<file path="config.mk">
export PLATFORM = sky130hd
export DESIGN_NAME = counter_2ph_n
export DESIGN_NICKNAME = d
export VERILOG_FILES = /design/src/rtl/counter_pkg.sv /design/src/rtl/counter_2ph_next.sv /design/src/rtl/counter_2ph_n.sv
export SDC_FILE = /design/constraint.sdc
export NUM_CORES = 1
export LEC_CHECK = 0
export BUFFER_PORTS_ARGS = -buffer_cell sky130_fd_sc_hd__buf_2
export CAP_MARGIN = 25
export CORE_AREA = 2 2 39 41
export CTS_BUF_LIST = sky130_fd_sc_hd__clkbuf_16
export CTS_CLUSTER_SIZE = 12
export DETAILED_ROUTE_END_ITERATION = 8
export DIE_AREA = 0 0 41 43
export PLACE_DENSITY = 0.75
export SYNTH_ARGS = -nofsm -noshare
export SYNTH_HDL_FRONTEND = slang
export SYNTH_SLANG_ARGS = --single-unit
</file>
<file path="constraint.sdc">
create_clock -name sysclk -period 2.3 [get_ports sysclk]
set_clock_uncertainty 0.05 [all_clocks]
set_input_delay 0.23 -clock sysclk [delete_from_list [all_inputs] [get_ports sysclk]]
set_output_delay 0.23 -clock sysclk [all_outputs]
set_load 0.01 [all_outputs]
</file>
<file path="src/rtl/counter_pkg.sv">
// Shared types and next-count arithmetic for the two-phase N-bit counter.
// Operands are carried at the widest supported width and narrowed by the caller.
package counter_pkg;

   localparam int CNT_MAX_W = 16;

   typedef logic [CNT_MAX_W-1:0] cnt_t;

   // Load values beyond the count range saturate to the top count.
   function automatic cnt_t clamp_load(input cnt_t val, input int modulus);
      cnt_t top;
      top = CNT_MAX_W'(modulus - 1);
      return (val > top) ? top : val;
   endfunction

   function automatic cnt_t next_count(input cnt_t q, input logic up, input logic en,
                                       input logic load, input cnt_t load_val,
                                       input int modulus);
      cnt_t top;
      top = CNT_MAX_W'(modulus - 1);
      if (load)
         return clamp_load(load_val, modulus);
      else if (en && up)
         return (q == top) ? '0 : q + 1'b1;
      else if (en)
         return (q == '0) ? top : q - 1'b1;
      else
         return q;
   endfunction

endpackage

</file>
<file path="src/rtl/counter_2ph_next.sv">
// Combinational next-stage value and terminal-count decode for counter_2ph_n.
module counter_2ph_next
   import counter_pkg::*;
#(
   parameter int WIDTH   = 4,
   parameter int MODULUS = 2**WIDTH
) (
   input  logic [WIDTH-1:0] q,
   input  logic             up,
   input  logic             en,
   input  logic             load,
   input  logic [WIDTH-1:0] load_val,
   output logic [WIDTH-1:0] next_val,
   output logic             tc
);

   localparam logic [WIDTH-1:0] TOP_VAL = WIDTH'(MODULUS - 1);

   cnt_t q_ext;
   cnt_t load_ext;
   cnt_t next_ext;

   assign q_ext    = CNT_MAX_W'(q);
   assign load_ext = CNT_MAX_W'(load_val);
   assign next_ext = next_count(q_ext, up, en, load, load_ext, MODULUS);
   assign next_val = WIDTH'(next_ext);

   assign tc = up ? (q == TOP_VAL) : (q == '0);

endmodule

</file>
<file path="src/rtl/counter_2ph_n.sv">
// N-bit two-phase counter: step_b computes stage from q, step_a commits stage to q.
// Define COUNTER_PHASE_ERR_EN to add the sticky phase_err strobe-overlap flag.
module counter_2ph_n
   import counter_pkg::*;
#(
   parameter int WIDTH     = 4,
   parameter int MODULUS   = 2**WIDTH,
   parameter int RESET_VAL = 0
) (
   input  logic             sysclk,
   input  logic             rst_n,
   input  logic             step_a,
   input  logic             step_b,
   input  logic             en,
   input  logic             up,
   input  logic             load,
   input  logic [WIDTH-1:0] load_val,
   output logic [WIDTH-1:0] q,
   output logic             tc,
   output logic             carry
`ifdef COUNTER_PHASE_ERR_EN
  ,output logic             phase_err
`endif
);

   localparam logic [WIDTH-1:0] RST_VAL = WIDTH'(RESET_VAL);

   logic [WIDTH-1:0] q_d, q_q;
   logic [WIDTH-1:0] stage_d, stage_q;
   logic             carry_pend_d, carry_pend_q;
   logic             carry_d, carry_q;
   logic [WIDTH-1:0] next_val;

   counter_2ph_next #(
      .WIDTH   (WIDTH),
      .MODULUS (MODULUS)
   ) u_next (
      .q        (q_q),
      .up       (up),
      .en       (en),
      .load     (load),
      .load_val (load_val),
      .next_val (next_val),
      .tc       (tc)
   );

   // Each side reads only pre-edge register values, so overlapping strobes
   // never form a path from stage into q within one cycle.
   always_comb begin
      // NOTE: every output gets a default first so no path can infer a latch.
      q_d          = q_q;
      stage_d      = stage_q;
      carry_pend_d = carry_pend_q;
      carry_d      = carry_q;
      if (step_b) begin
         stage_d      = next_val;
         carry_pend_d = en & ~load & tc;
      end
      if (step_a) begin
         q_d     = stage_q;
         carry_d = carry_pend_q;
      end
   end

   always_ff @(posedge sysclk or negedge rst_n) begin
      if (!rst_n) begin
         q_q          <= RST_VAL;
         stage_q      <= RST_VAL;
         carry_pend_q <= 1'b0;
         carry_q      <= 1'b0;
      end else begin
         // NOTE: non-blocking assignments keep every flop sampling pre-edge values.
         q_q          <= q_d;
         stage_q      <= stage_d;
         carry_pend_q <= carry_pend_d;
         carry_q      <= carry_d;
      end
   end

   assign q     = q_q;
   assign carry = carry_q;

`ifdef COUNTER_PHASE_ERR_EN
   logic b_pend_d, b_pend_q;
   logic phase_err_d, phase_err_q;

   // b_pend marks a computed stage that no step_a has committed yet.
   always_comb begin
      b_pend_d    = b_pend_q;
      phase_err_d = phase_err_q;
      if (step_b && (step_a || b_pend_q))
         phase_err_d = 1'b1;
      if (step_b)
         b_pend_d = 1'b1;
      else if (step_a)
         b_pend_d = 1'b0;
   end

   always_ff @(posedge sysclk or negedge rst_n) begin
      if (!rst_n) begin
         b_pend_q    <= 1'b0;
         phase_err_q <= 1'b0;
      end else begin
         b_pend_q    <= b_pend_d;
         phase_err_q <= phase_err_d;
      end
   end

   assign phase_err = phase_err_q;
`endif

endmodule

</file>
==> run_results.csv, run 1 <==
group,metric,value,unit
clocking,cts.clk_slew.worst_paths,0.04,ns
setup_path,cp_max_fo,7,
setup_path,cp_slowest_cell,"or4b_4",
yosys,ys_seq_area_share,41.5,%
setup_path,crit_path_max_incr_delay,0.49,ns
setup_path,path_cells,"inv_1 -> ha_1 -> or4b_4 -> nand2_1 -> buf_2",
placement,dp_slack,0.540,ns
detailed_routing,via_per_inst,5.41,
floorplan,initial_core_util,43.6,%
cells_and_area,num_antenna_cells,0,
detailed_routing,num_vias,498,
yosys,ys_warn_count,0,
yosys,synth_area,603,sq um
cells_and_area,area_growth,26.1,%
detailed_routing,final_antenna_net_count,0,
detailed_routing,initialDrtViolationCount,12,
detailed_routing,drt_pre_antenna_iters,4,
timing,slew_headroom,81.0,%
yosys,synth_edf_count,0,
pwr,power.density,884,nW/um^2
setup_path,crit_arrival,1.73,ns
clocking,htreeDepth,1,
timing,hold_violations,0,
yosys,synthesis.nets,70,
global_routing,grt_pass1_vias,451,
timing,final-setup-viol-count,0,
setup_path,crit_buf_inv,2,
floorplan,io_pins,17,
global_routing,antenna_found_initial,0,
placement,gp_congestion,0.782,
timing,setup_ws,0.286,ns
setup_path,cp.depth,5,
setup_path,cp-start-kind,"flip-flop",
placement,port_buffers,16,
global_routing,grt_max_degree,11,
placement,dpl.hpwl,887,um
cells_and_area,nets,90,
hold_path,min_path_cells,2,
setup_path,crit_required,2.02,ns
global_routing,grt_usage,18.5,%
setup_path,r2r_slack,0.54,ns
setup_path,crit_family,"simple AND/OR/NAND/NOR gates",
clocking,numCtsBuffers,3,
clocking,cts-resized-gates,0,
pwr,leakage,0.374,nW
floorplan,fp.dieH,43,um
timing,timing.final.crit_share,87.6,%
yosys,ys_types,29,
cells_and_area,final_util,55.0,%
cells_and_area,final_common_cell,"buf_2",
timing,rsz0062_at_grt,"false",
yosys,syn_inst,57,
timing,worstMarginPinSlew,0.281,ns
hold_path,hold_class,"input pin to flip-flop",
clocking,hold_buffers,1,
floorplan,die_area,1760,sq um
detailed_routing,drt-total-wl,1.21,mm
cells_and_area,final_cell_mix,"buf_2, dfrtp_1, o21ai_0",
setup_path,worst-r2r-cell-count,6,
timing,finalSetupTns,0,ns
clocking,clkLatencyLatePin,0.24,ns
timing,slew_viol_final,0,
yosys,synth_seq_cells,10,
flow_run,drv_cap,0,
clocking,postCtsSetupRepairBufs,0,
setup_path,criticalPathCategory,"flip-flop to output pin",
outcome,status,"finished clean",
yosys,synth_flop_cell,"dfrtp_1",
timing,post-route-min-period,2.01,ns
clocking,root_buffer,"clkbuf_16",
detailed_routing,post_drt_wl_per_cell,13.2,um
floorplan,core,1380,sq um
global_routing,globalRoute.totalOverflow,0,
floorplan,die_x,41,um
yosys,synthArstFlopShare,100,%
pwr,total_power,0.673,mW
clocking,clock-sinks,10,
global_routing,grt_pass1_wl,2.04,mm
floorplan,core.rowCount,14,
timing,hold_slack,0.242,ns
cells_and_area,drive_gt1_share,32.9,%
yosys,synth.avg_cell_area,10.6,sq um
timing,clock.fmax,497,MHz
clocking,cts_tree,"built",
detailed_routing,drcViolationCount,0,
setup_path,end_kind,"output pin",
pwr,vdd_drop_max,0.495,mV
clocking,cts_buffer_depth,2,
==> routing by layer <==
layer,global-route usage [%],vias up,wire [um]
li1,-,250,-
met3,9.42,6,119
met4,12.0,0,30
met2,21.3,22,512
met1,26.2,220,551
met5,0,-,0
==> Yosys cell counts (2+ instances only) <==
cell type  number  share of area [%]
o21ai_0         7                5.8
o2bb2ai_1       2                2.9
nor2_1          2                1.2
mux2_2          3                5.6
dfrtp_1        10                 41
nand2_1         5                3.1
ha_1            2                4.1
inv_1           4                2.5
xnor2_1         2                2.9
==> area by class of cell <==
| cell class | count | area, sq um |
|---|---|---|
| sequential | 10 | 250 |
| multi-input combinational | 41 | 307 |
| timing repair buffer | 17 | 90.1 |
| fill | 135 | 623 |
| inverter | 4 | 15.0 |
| clock buffer | 3 | 75.1 |
| tap | 16 | 20.0 |
| clock inverter | 1 | 3.75 |
==> logic make-up (layout without fill, tap and decap cells) <==
kind of cell,Yosys count,after routing,synth area share (%)
compound gates,19,19,22.6
xor+xnor,2,2,2.91
fa+ha+maj,2,2,4.15
buf+inv,6,25,7.68
flops,10,10,41.5
mux,4,4,7.47
simple gates,14,14,13.7
==> worst paths after layout <==
check | start | end
worst max-delay path | q[0]$_DFFE_PN0P_ | tc
worst min-delay path | step_a | q[1]$_DFFE_PN0P_
worst max register to register | q[0]$_DFFE_PN0P_ | stage_q[0]$_DFFE_PN0P_
worst min register to register | stage_q[1]$_DFFE_PN0P_ | stage_q[1]$_DFFE_PN0P_
max in group asynchronous | rst_n | q[1]$_DFFE_PN0P_
min in group asynchronous | rst_n | q[2]$_DFFE_PN0P_
==> flip-flops by register name, indices dropped and copies added (netlist names) <==
signal / flops
carry_pend_q: 1
carry: 1
q: 4
stage_q: 4
==> stage by stage <==
stage	area, sq um	cells
2_1_floorplan	603	57
3_5_place_dp	672	87
6_report	761	92
5_1_grt	761	92
4_1_cts	761	92
3_3_place_gp	672	87
==> power breakdown <==
part	internal, mW	leakage (nW)	switching, mW	total, mW
combinational	0.0690	0.212	0.0627	0.132
sequential	0.202	0.124	0.0324	0.234
clock	0.228	0.0385	0.0791	0.307
total	0.498	0.374	0.174	0.673
(Power assumes the default switching activity.)
==> run 2, diff against run 1 <==
--- a/config.mk
+++ b/config.mk
@@ -7,12 +7,12 @@
 export LEC_CHECK = 0
 export BUFFER_PORTS_ARGS = -buffer_cell sky130_fd_sc_hd__buf_2
 export CAP_MARGIN = 25
-export CORE_AREA = 2 2 39 41
+export CORE_MARGIN = 1
+export CORE_UTILIZATION = 30
 export CTS_BUF_LIST = sky130_fd_sc_hd__clkbuf_16
 export CTS_CLUSTER_SIZE = 12
 export DETAILED_ROUTE_END_ITERATION = 8
-export DIE_AREA = 0 0 41 43
-export PLACE_DENSITY = 0.75
+export PLACE_DENSITY = 0.55
 export SYNTH_ARGS = -nofsm -noshare
 export SYNTH_HDL_FRONTEND = slang
 export SYNTH_SLANG_ARGS = --single-unit
==> run 2 against run 1 <==
Total power is 1.7% lower. Largest power group unchanged. Die area is 24% higher. Utilization is 12 points lower. Non-clock buffer count stayed put. Global-route usage is 4.5 points lower. Highest routed layer is now met3. Clock power is 4% lower. Cell count is 8.7% higher. Hold slack worse by 0.010 ns. Sequential share of layout area is 0.32 points lower. First-iteration DRC count is 33% lower.
==> run_results.csv, run 2 (synthesis gave the netlist of run 1 again) <==
group,metric,value,unit
pwr,p_sw,0.166,mW
setup_path,cp-start-kind,"flip-flop",
timing,rsz0062_at_grt,"false",
global_routing,grt_pass1_vias,455,
detailed_routing,drcViolationCount,0,
setup_path,crit_family,"simple AND/OR/NAND/NOR gates",
setup_path,crit_path_max_incr_delay,0.48,ns
floorplan,fp.dieH,46.8,um
timing,setup_ws,0.288,ns
cells_and_area,area_growth,27.4,%
global_routing,grt_max_degree,11,
timing,slew_viol_final,0,
hold_path,hold_class,"input pin to flip-flop",
global_routing,antenna_found_initial,0,
timing,final-setup-viol-count,0,
detailed_routing,drt_pre_antenna_iters,4,
clocking,htreeDepth,1,
detailed_routing,drt-met1-wl,618,um
setup_path,rr_startpoint,"q[0]$_DFFE_PN0P_",
placement,dpl.hpwl,962,um
setup_path,criticalPathCategory,"flip-flop to output pin",
detailed_routing,met2RoutedLength,601,um
floorplan,io_pins,17,
floorplan,die_area,2190,sq um
detailed_routing,initialDrtViolationCount,8,
cells_and_area,final_cell_mix,"buf_2, dfrtp_1, o21ai_0",
detailed_routing,via_per_inst,5.12,
clocking,cts-resized-gates,0,
clocking,clock-sinks,10,
pwr,pwr-share-clk,44.6,%
placement,dp_slack,0.548,ns
global_routing,globalRoute.totalOverflow,0,
pwr,p_comb_share,20.0,%
setup_path,startpoint,"q[0]$_DFFE_PN0P_",
setup_path,crit_buf_inv,2,
cells_and_area,nets,90,
global_routing,grt_pass1_wl,2.04,mm
cells_and_area,final_common_cell,"buf_2",
timing,slew_headroom,81.6,%
setup_path,end_kind,"output pin",
cells_and_area,final_area,768,sq um
outcome,status,"finished clean",
floorplan,die_x,46.8,um
cells_and_area,multi_input_area,307,sq um
placement,port_buffers,16,
setup_path,crit_required,2.02,ns
cells_and_area,drive_gt1_share,33.3,%
pwr,p_sw_share,25.1,%
clocking,hold_buffers,1,
placement,gp_congestion,0.786,
clocking,cts_tree,"built",
detailed_routing,post_drt_wl_per_cell,13.0,um
hold_path,min-delay-start,"load_val[0]",
clocking,cts_buffer_depth,2,
global_routing,grt_usage,14.0,%
detailed_routing,top_layer,"met3",
detailed_routing,wl_met3,83,um
clocking,postCtsSetupRepairBufs,0,
clocking,numCtsBuffers,3,
timing,worstMarginPinSlew,0.276,ns
timing,clock.fmax,497,MHz
floorplan,core,1800,sq um
cells_and_area,num_antenna_cells,0,
pwr,vdd_drop_max,0.563,mV
timing,post-route-min-period,2.01,ns
detailed_routing,final_antenna_net_count,0,
detailed_routing,num_vias,512,
clocking,root_buffer,"clkbuf_16",
pwr,cellInternalPower,0.495,mW
timing,hold_violations,0,
clocking,cts.clk_slew.worst_paths,0.04,ns
placement,place_area,683,sq um
setup_path,crit_arrival,1.73,ns
timing,hold_slack,0.232,ns
setup_path,path_cells,"inv_1 -> ha_1 -> or4b_4 -> nand2_1 -> buf_2",
timing,timing.final.crit_share,87.5,%
cells_and_area,regArea,250,sq um
clocking,clkLatencyLatePin,0.23,ns
flow_run,drv_cap,0,
timing,finalSetupTns,0,ns
setup_path,cp_slowest_cell,"or4b_4",
floorplan,initial_core_util,33.5,%
setup_path,cp_max_fo,7,
pwr,power.density,860,nW/um^2
detailed_routing,drt-total-wl,1.30,mm
cells_and_area,fillers,194,
floorplan,core.rowCount,15,
pwr,total_power,0.661,mW
pwr,seq_power_share,35.4,%
pwr,leakage,0.373,nW
run 2: cell types whose count changed in the layout (fill, tap and decap cells not counted), sizes merged:
cell | before | now
clkinv | 1 | 0
run 2: worst reg2reg max path: stages, from the launching register on:
cell and delay, ns:
dfrtp_1 0.43, inv_1 0.16, ha_1 0.19, or4b_4 0.48
a21oi_2 0.15, a311oi_1 0.06, o2bb2ai_1 0.14
run 2: metal layers:
metal	global-route usage, %	vias to the layer above
li1	-	250
met3	7.31	0
met4	3.43	0
met2	21.7	15
met1	17.1	247
met5	0	-
run 2: cell type report:
type / count / area share [%]
Sequential cell: 10 / 32.6
Inverter: 4 / 1.95
Clock buffer: 3 / 9.77
Tap cell: 25 / 4.07
Timing Repair Buffer: 17 / 11.7
Multi-Input combinational cell: 41 / 39.9
run 2: power by group through the flow:
stage               combinational [mW]  clock [mW]  sequential (mW)
detailed placement               0.130           0            0.235
CTS                              0.133       0.303            0.234
floorplan                       0.0981           0            0.231
global placement                 0.130           0            0.235
finish                           0.132       0.295            0.234
global route                     0.147       0.310            0.241
run 2: final timing paths:
check                                         end  slack (ns)  depth (start not counted)
min in group asynchronous        q[0]$_DFFE_PN0P_        0.36                          2
max in group asynchronous       carry$_DFFE_PN0P_        1.64                          2
setup / recovery                               tc        0.29                          5
hold / removal             stage_q[0]$_DFFE_PN0P_        0.23                          3
setup reg to reg           stage_q[0]$_DFFE_PN0P_        0.55                          6
hold reg to reg            stage_q[1]$_DFFE_PN0P_        0.44                          1
run 2: through the flow:
stage | utilization, % | instances
6_report | 42.6 | 100
5_1_grt | 42.6 | 100
4_1_cts | 42.6 | 100
3_5_place_dp | 37.9 | 96
3_3_place_gp | 37.9 | 96
2_1_floorplan | - | 57
